[src/rtl/cpu_pkg.sv]
// Shared RV32 decode constants and types for the ID/EX issue slice:
// opcodes, ALU select codes, operand/immediate selectors and the ID/EX register layout.
package cpu_pkg;

  localparam logic [6:0] OPC_LOAD   = 7'b0000011;
  localparam logic [6:0] OPC_OP_IMM = 7'b0010011;
  localparam logic [6:0] OPC_AUIPC  = 7'b0010111;
  localparam logic [6:0] OPC_STORE  = 7'b0100011;
  localparam logic [6:0] OPC_OP     = 7'b0110011;
  localparam logic [6:0] OPC_LUI    = 7'b0110111;
  localparam logic [6:0] OPC_BRANCH = 7'b1100011;
  localparam logic [6:0] OPC_JALR   = 7'b1100111;
  localparam logic [6:0] OPC_JAL    = 7'b1101111;

  localparam logic [6:0] F7_BASE = 7'b0000000;
  localparam logic [6:0] F7_ALT  = 7'b0100000;
  localparam logic [6:0] F7_MEXT = 7'b0000001;

  localparam logic [5:0] ALU_ADD  = 6'b000000;
  localparam logic [5:0] ALU_SLT  = 6'b000010;
  localparam logic [5:0] ALU_SLTU = 6'b000011;
  localparam logic [5:0] ALU_SUB  = 6'b001000;

  typedef enum logic [2:0] {IMM_R, IMM_I, IMM_S, IMM_B, IMM_U, IMM_J} imm_type_e;
  typedef enum logic [1:0] {A_RS1, A_PC, A_ZERO} op_a_e;
  typedef enum logic [1:0] {B_RS2, B_IMM, B_FOUR} op_b_e;

  typedef struct packed {
    logic [5:0] select;
    op_a_e      a_sel;
    op_b_e      b_sel;
    imm_type_e  imm_type;
    logic       reg_write;
    logic       mem_read;
    logic       mem_write;
    logic       branch;
    logic       jump;
    logic       illegal;
  } decode_t;

  typedef struct packed {
    logic        valid;
    logic [31:0] data1;
    logic [31:0] data2;
    logic [31:0] rs2;
    logic [31:0] imm;
    logic [31:0] pc;
    logic [5:0]  select;
    logic [4:0]  rd;
    logic [2:0]  funct3;
    logic        reg_write;
    logic        mem_read;
    logic        mem_write;
    logic        branch;
    logic        jump;
    logic        illegal;
  } ex_t;

  // Bits [6:0] are the opcode and never contribute to an immediate.
  function automatic logic [31:0] imm_gen(imm_type_e t, logic [31:7] ins);
    logic [31:0] imm;
    imm = '0;
    case (t)
      IMM_I:   imm = {{20{ins[31]}}, ins[31:20]};
      IMM_S:   imm = {{20{ins[31]}}, ins[31:25], ins[11:7]};
      IMM_B:   imm = {{20{ins[31]}}, ins[7], ins[30:25], ins[11:8], 1'b0};
      IMM_U:   imm = {ins[31:12], 12'h000};
      IMM_J:   imm = {{12{ins[31]}}, ins[19:12], ins[20], ins[30:21], 1'b0};
      default: imm = '0;
    endcase
    return imm;
  endfunction

endpackage

[src/rtl/alu_select_decode.sv]
// Combinational RV32IM decode: opcode/funct fields to ALU select, operand muxes and
// control bits, with illegal-instruction detection.
module alu_select_decode
  import cpu_pkg::*;
#(
  parameter bit MEXT_EN = 1'b1
) (
  input  logic [6:0] opcode,
  input  logic [2:0] funct3,
  input  logic [6:0] funct7,
  input  logic [4:0] rd,
  output decode_t    dec
);

  logic wb, ld, st, br, jp, ill;

  always_comb begin
    dec.select   = ALU_ADD;
    dec.a_sel    = A_RS1;
    dec.b_sel    = B_RS2;
    dec.imm_type = IMM_R;
    wb  = 1'b0;
    ld  = 1'b0;
    st  = 1'b0;
    br  = 1'b0;
    jp  = 1'b0;
    ill = 1'b0;
    case (opcode)
      OPC_OP: begin
        dec.select = {1'b0, funct7[0], funct7[5], funct3};
        wb  = 1'b1;
        ill = !((funct7 == F7_BASE) ||
                (funct7 == F7_ALT && (funct3 == 3'b000 || funct3 == 3'b101)) ||
                (funct7 == F7_MEXT && MEXT_EN));
      end
      OPC_OP_IMM: begin
        dec.b_sel    = B_IMM;
        dec.imm_type = IMM_I;
        wb = 1'b1;
        // Only the shift-immediates reuse the upper imm bits as funct7.
        if (funct3 == 3'b001) begin
          dec.select = {3'b000, funct3};
          ill = (funct7 != F7_BASE);
        end else if (funct3 == 3'b101) begin
          dec.select = {2'b00, funct7[5], funct3};
          ill = !(funct7 == F7_BASE || funct7 == F7_ALT);
        end else begin
          dec.select = {3'b000, funct3};
        end
      end
      OPC_LOAD: begin
        dec.b_sel    = B_IMM;
        dec.imm_type = IMM_I;
        wb = 1'b1;
        ld = 1'b1;
      end
      OPC_STORE: begin
        dec.b_sel    = B_IMM;
        dec.imm_type = IMM_S;
        st = 1'b1;
      end
      OPC_LUI: begin
        dec.a_sel    = A_ZERO;
        dec.b_sel    = B_IMM;
        dec.imm_type = IMM_U;
        wb = 1'b1;
      end
      OPC_AUIPC: begin
        dec.a_sel    = A_PC;
        dec.b_sel    = B_IMM;
        dec.imm_type = IMM_U;
        wb = 1'b1;
      end
      OPC_JAL, OPC_JALR: begin
        dec.a_sel    = A_PC;
        dec.b_sel    = B_FOUR;
        dec.imm_type = (opcode == OPC_JAL) ? IMM_J : IMM_I;
        wb = 1'b1;
        jp = 1'b1;
      end
      OPC_BRANCH: begin
        dec.imm_type = IMM_B;
        br = 1'b1;
        if (funct3[2]) dec.select = funct3[1] ? ALU_SLTU : ALU_SLT;
        else           dec.select = ALU_SUB;
      end
      default: ill = 1'b1;
    endcase
    dec.illegal   = ill;
    dec.reg_write = wb && (rd != 5'd0) && !ill;
    dec.mem_read  = ld && !ill;
    dec.mem_write = st && !ill;
    dec.branch    = br && !ill;
    dec.jump      = jp && !ill;
  end

endmodule

[src/rtl/id_ex_alu_issue.sv]
// ID/EX issue stage: decodes one instruction per cycle, builds ALU operands and select,
// and holds them in the ID/EX register with stall (hold) and flush (bubble).
module id_ex_alu_issue
  import cpu_pkg::*;
#(
  parameter int XLEN    = 32,
  parameter bit MEXT_EN = 1'b1
) (
  input  logic            clk,
  input  logic            reset,
  input  logic            in_valid,
  input  logic [31:0]     in_instr,
  input  logic [XLEN-1:0] in_pc,
  input  logic [XLEN-1:0] in_rs1_data,
  input  logic [XLEN-1:0] in_rs2_data,
  input  logic            stall,
  input  logic            flush,
  output logic            out_valid,
  output logic [XLEN-1:0] data1,
  output logic [XLEN-1:0] data2,
  output logic [5:0]      select,
  output logic [XLEN-1:0] out_rs2,
  output logic [XLEN-1:0] out_imm,
  output logic [XLEN-1:0] out_pc,
  output logic [4:0]      out_rd,
  output logic            out_reg_write,
  output logic            out_mem_read,
  output logic            out_mem_write,
  output logic            out_branch,
  output logic            out_jump,
  output logic [2:0]      out_funct3,
  output logic            out_illegal
);

  decode_t     dec;
  logic [31:0] imm;
  logic [31:0] op_a;
  logic [31:0] op_b;
  ex_t         ex_reg;
  ex_t         ex_next;

  alu_select_decode #(.MEXT_EN(MEXT_EN)) u_decode (
    .opcode (in_instr[6:0]),
    .funct3 (in_instr[14:12]),
    .funct7 (in_instr[31:25]),
    .rd     (in_instr[11:7]),
    .dec    (dec)
  );

  always_comb begin
    imm = imm_gen(dec.imm_type, in_instr[31:7]);
    case (dec.a_sel)
      A_RS1:   op_a = in_rs1_data;
      A_PC:    op_a = in_pc;
      default: op_a = '0;
    endcase
    case (dec.b_sel)
      B_RS2:   op_b = in_rs2_data;
      B_IMM:   op_b = imm;
      B_FOUR:  op_b = 32'd4;
      default: op_b = '0;
    endcase
  end

  // Flush outranks stall; on a bubble only valid and control bits are cleared.
  always_comb begin
    ex_next = ex_reg;
    if (flush) begin
      ex_next.valid     = 1'b0;
      ex_next.reg_write = 1'b0;
      ex_next.mem_read  = 1'b0;
      ex_next.mem_write = 1'b0;
      ex_next.branch    = 1'b0;
      ex_next.jump      = 1'b0;
      ex_next.illegal   = 1'b0;
    end else if (!stall) begin
      ex_next.valid     = in_valid;
      ex_next.data1     = op_a;
      ex_next.data2     = op_b;
      ex_next.rs2       = in_rs2_data;
      ex_next.imm       = imm;
      ex_next.pc        = in_pc;
      ex_next.select    = dec.select;
      ex_next.rd        = in_instr[11:7];
      ex_next.funct3    = in_instr[14:12];
      ex_next.reg_write = in_valid && dec.reg_write;
      ex_next.mem_read  = in_valid && dec.mem_read;
      ex_next.mem_write = in_valid && dec.mem_write;
      ex_next.branch    = in_valid && dec.branch;
      ex_next.jump      = in_valid && dec.jump;
      ex_next.illegal   = in_valid && dec.illegal;
    end
  end

  always_ff @(posedge clk) begin
    if (!reset) ex_reg <= '0;
    else        ex_reg <= ex_next;
  end

  assign out_valid     = ex_reg.valid;
  assign data1         = ex_reg.data1;
  assign data2         = ex_reg.data2;
  assign select        = ex_reg.select;
  assign out_rs2       = ex_reg.rs2;
  assign out_imm       = ex_reg.imm;
  assign out_pc        = ex_reg.pc;
  assign out_rd        = ex_reg.rd;
  assign out_reg_write = ex_reg.reg_write;
  assign out_mem_read  = ex_reg.mem_read;
  assign out_mem_write = ex_reg.mem_write;
  assign out_branch    = ex_reg.branch;
  assign out_jump      = ex_reg.jump;
  assign out_funct3    = ex_reg.funct3;
  assign out_illegal   = ex_reg.illegal;

endmodule

[config.mk]
export PLATFORM = sky130hd
export DESIGN_NAME = id_ex_alu_issue
export DESIGN_NICKNAME = d
export VERILOG_FILES = /design/src/rtl/cpu_pkg.sv /design/src/rtl/alu_select_decode.sv /design/src/rtl/id_ex_alu_issue.sv
export SDC_FILE = /design/constraint.sdc
export NUM_CORES = 1
export LEC_CHECK = 0
export CAP_MARGIN = 40
export CORE_MARGIN = 2
export CORE_UTILIZATION = 43
export CTS_CLUSTER_DIAMETER = 80
export CTS_CLUSTER_SIZE = 24
export DETAILED_ROUTE_END_ITERATION = 8
export GPL_TIMING_DRIVEN = 0
export MAX_ROUTING_LAYER = met4
export PLACE_DENSITY = 0.82
export SETUP_SLACK_MARGIN = 0.15
export SYNTH_ARGS = -nofsm -noshare
export SYNTH_HDL_FRONTEND = slang
export SYNTH_SLANG_ARGS = --single-unit
[constraint.sdc]
create_clock -name clk -period 2.3 [get_ports clk]
set_clock_uncertainty 0.1 [all_clocks]
set_input_delay 0.46 -clock clk [delete_from_list [all_inputs] [get_ports clk]]
set_output_delay 0.46 -clock clk [all_outputs]
set_load 0.05 [all_outputs]
==> impl_results.md <==
* Status: finished clean
* Die W at 134 um
* Period utilization at 92.8%
* TritonCTS Sinks at 180
* Delay of the slowest critical-path stage at 820 ps
* Synth warn at 0
* RSZ-0062 raised after global routing: yes
* Vias in the first global route at 7712
* Critical path launch point type: register
* GP Congestion at 0.926
* Cell taking the most area after synthesis: dfxtp_1
* Power per Cell Area at 693 nW/um2
* Largest net degree at the start of global routing at 17
* Mapped Area at 7290 um2
* Gr ovfl total at 0
* Post-synthesis sequential area ratio at 49.4%
* CP Class: register to primary output
* CTS tree: yes
* Die Ht at 134 um
* CORE AREA at 16600 um2
* Highest Clock Rate at 469 MHz
* Max-slew headroom at 36.1%
* Final critical-path required period at 2130 ps
* Synthesized Nets at 1038
* Share of the synthesized area in the top cell type at 49.4%
* Post-Syn Instances at 905
* Port-buffer cells at 311
* DR DRC count at 0
* Max H-tree Level at 4
* Lkg Pwr at 0.00579 uW
* Initial antenna violation count at 0
* DRT Pass-1 Iters at 5
* Worst path top cell family by delay: buffers and inverters
* Synth Area per Inst at 8.05 um2
* Crit path max fanout at 2
* I/O pin cnt at 314
* Worst path bufs/invs at 1
* Slowest CP cell: clkdlybuf4s50_1
* Dpl hpwl at 22.1 mm
* Row cnt at 47
* Hold WC Path Type: register to register
* Top cells by area, synth: dfxtp_1 (49%), nand2_1 (12%), a21oi_1 (7.4%)
* Gr usage total at 31.8%
* Later-pin clock latency in the skew report at 430 ps
* DR vias at 8255
* Main synth FF type: dfxtp_1
* CTS root buf: clkbuf_16
* Worst-Margin Slew at 951 ps
* Max-Cap Viols at 0
* TritonCTS Buffers at 17
* CP endpoint kind: primary output
* Layout cells sized above 1 at 8.78%
* First-pass GRT wire length at 42.9 mm
* Average wire per cell in the routed design at 19.7 um
* # setup viols final at 0
* WP data arrival at 1570 ps
* Critical path data required time at 1740 ps
* Net count, final at 1373
* Synthesis-to-finish area growth at 58.4%
* Clk buf depth at 2
* Clock Pin Slew Worst Setup and Hold Paths at 70 ps
* Cells along the critical path: clkdlybuf4s50_1
* Async S/R FF share, synth at 0%
* Routed Antenna Nets at 0
* Slew Limit Fails at 0
* VDD IR-drop max at 0.000516 V
* Vias per cell at 5.60
* Post-DP Area at 10700 um2
* 1st-iter DRT viols at 758
* EDFF count, synth at 0
* # diodes at 0
* Synth Register Bits at 180
* Hold Worst Slack at 346 ps
* Netlist cell types at 63
* Initial core utilization at 43.9%
* Fin area at 11500 um2
* Die Area at 18000 um2
* WL final at 29.0 mm
* Final Hold Fails at 0
[area by class of cell]
class,instances,area (um2)
clock inverters,14,200
repair buffers,316,3190
well taps,220,275
inverters,3,11.3
plain buffers,74,389
flip-flops and latches,180,3600
clock buffers,18,439
multi-input cells,648,3430
fillers,1368,5040
[through the flow]
step	power [uW]	TNS, ps	std cells	setup WS (ps)	util [%]
5_1_grt	8230	0	1473	107	69.6
2_1_floorplan	4230	0	905	290	-
3_3_place_gp	4910	-89890	1436	-729	64.4
3_5_place_dp	4930	-93480	1436	-701	64.4
6_report	8000	0	1473	166	69.6
4_1_cts	8000	0	1473	150	68.1
[Yosys cell counts, types with 4 or more instances]
master	count
a21boi_0	7
a21oi_1	108
a22oi_1	38
a311oi_1	7
a31oi_1	13
and2_1	15
buf_1	5
buf_2	10
buf_6	4
clkbuf_1	51
dfxtp_1	180
nand2_1	226
nand3_1	13
nand4_1	9
nor2_1	35
nor3_1	15
o21ai_0	69
o21ai_1	33
o31ai_1	5
[metal layers]
layer / GRT usage (%) / vias up / part of all wire, %
met5: - / - / 0
met4: 11.8 / 0 / 2.9
met3: 6.65 / 73 / 8.5
met2: 49.6 / 446 / 47
met1: 40.8 / 3892 / 41
li1: - / 3844 / -
[path summary, 6_finish.rpt]
path	slack, ps	from	cells past startpoint	to
max	170	data2[21]	1	data2[21]
min	350	data1[21]	2	data1[21]
max reg2reg	1450	out_imm[31]	3	out_imm[31]
min reg2reg	350	data1[21]	2	data1[21]
[cells by family (layout without fill, tap and decap cells)]
kind of cell,after synthesis,after routing,share of synthesized area [%]
other,1,1,0.0515
buffers and inverters,77,425,4.72
AND/OR/NAND/NOR,337,337,20.3
multiplexers,1,1,0.137
XOR/XNOR,1,1,0.120
flip-flops,180,180,49.4
AO/OA/AOI/OAI,308,308,25.2
[sequential cells by signal, summed over array words and instances, names as in the netlist]
signal,flops
out_funct3,3
out_rd,5
out_pc,32
out_branch,1
out_mem_write,1
out_reg_write,1
select,5
data2,32
out_mem_read,1
out_imm,32
out_valid,1
out_rs2,32
out_illegal,1
data1,32
out_jump,1
[where the power goes]
part / switching, uW / leakage [uW] / total, uW / internal [uW]
Sequential: 70.5 / 0.00147 / 3330 / 3260
Clock: 1290 / 0.000314 / 3160 / 1870
Combinational: 991 / 0.00400 / 1520 / 526
[placed cells by master, fill, tap and decap left out, types with 7 or more instances in the layout]
cell             netlist  layout
nand2_1              226     226
dfxtp_1              180     180
clkdlybuf4s50_1        0     133
dlygate4sd2_1          0     107
a21oi_1              108     106
dlymetal6s2s_1         0      71
o21ai_0               69      68
a22oi_1               38      38
o21ai_1               33      33
nor2_1                35      32
clkbuf_1              51      29
clkbuf_2               1      23
clkbuf_16              0      17
and2_1                15      15
buf_4                  3      14
a31oi_1               13      13
nand3_1               13      12
nor3_1                15      11
nand4_1                9       9
a311oi_1               7       7
[what timing repair did]
action	4_1_cts	5_1_grt
hold endpoints to repair	0	0
hold buffers	0	0
resized for setup	138	110
setup endpoints to repair	264	204
setup buffers	5	0
pin swaps	3	4
cloned	0	0
Power figures use the tool's default switching activity.
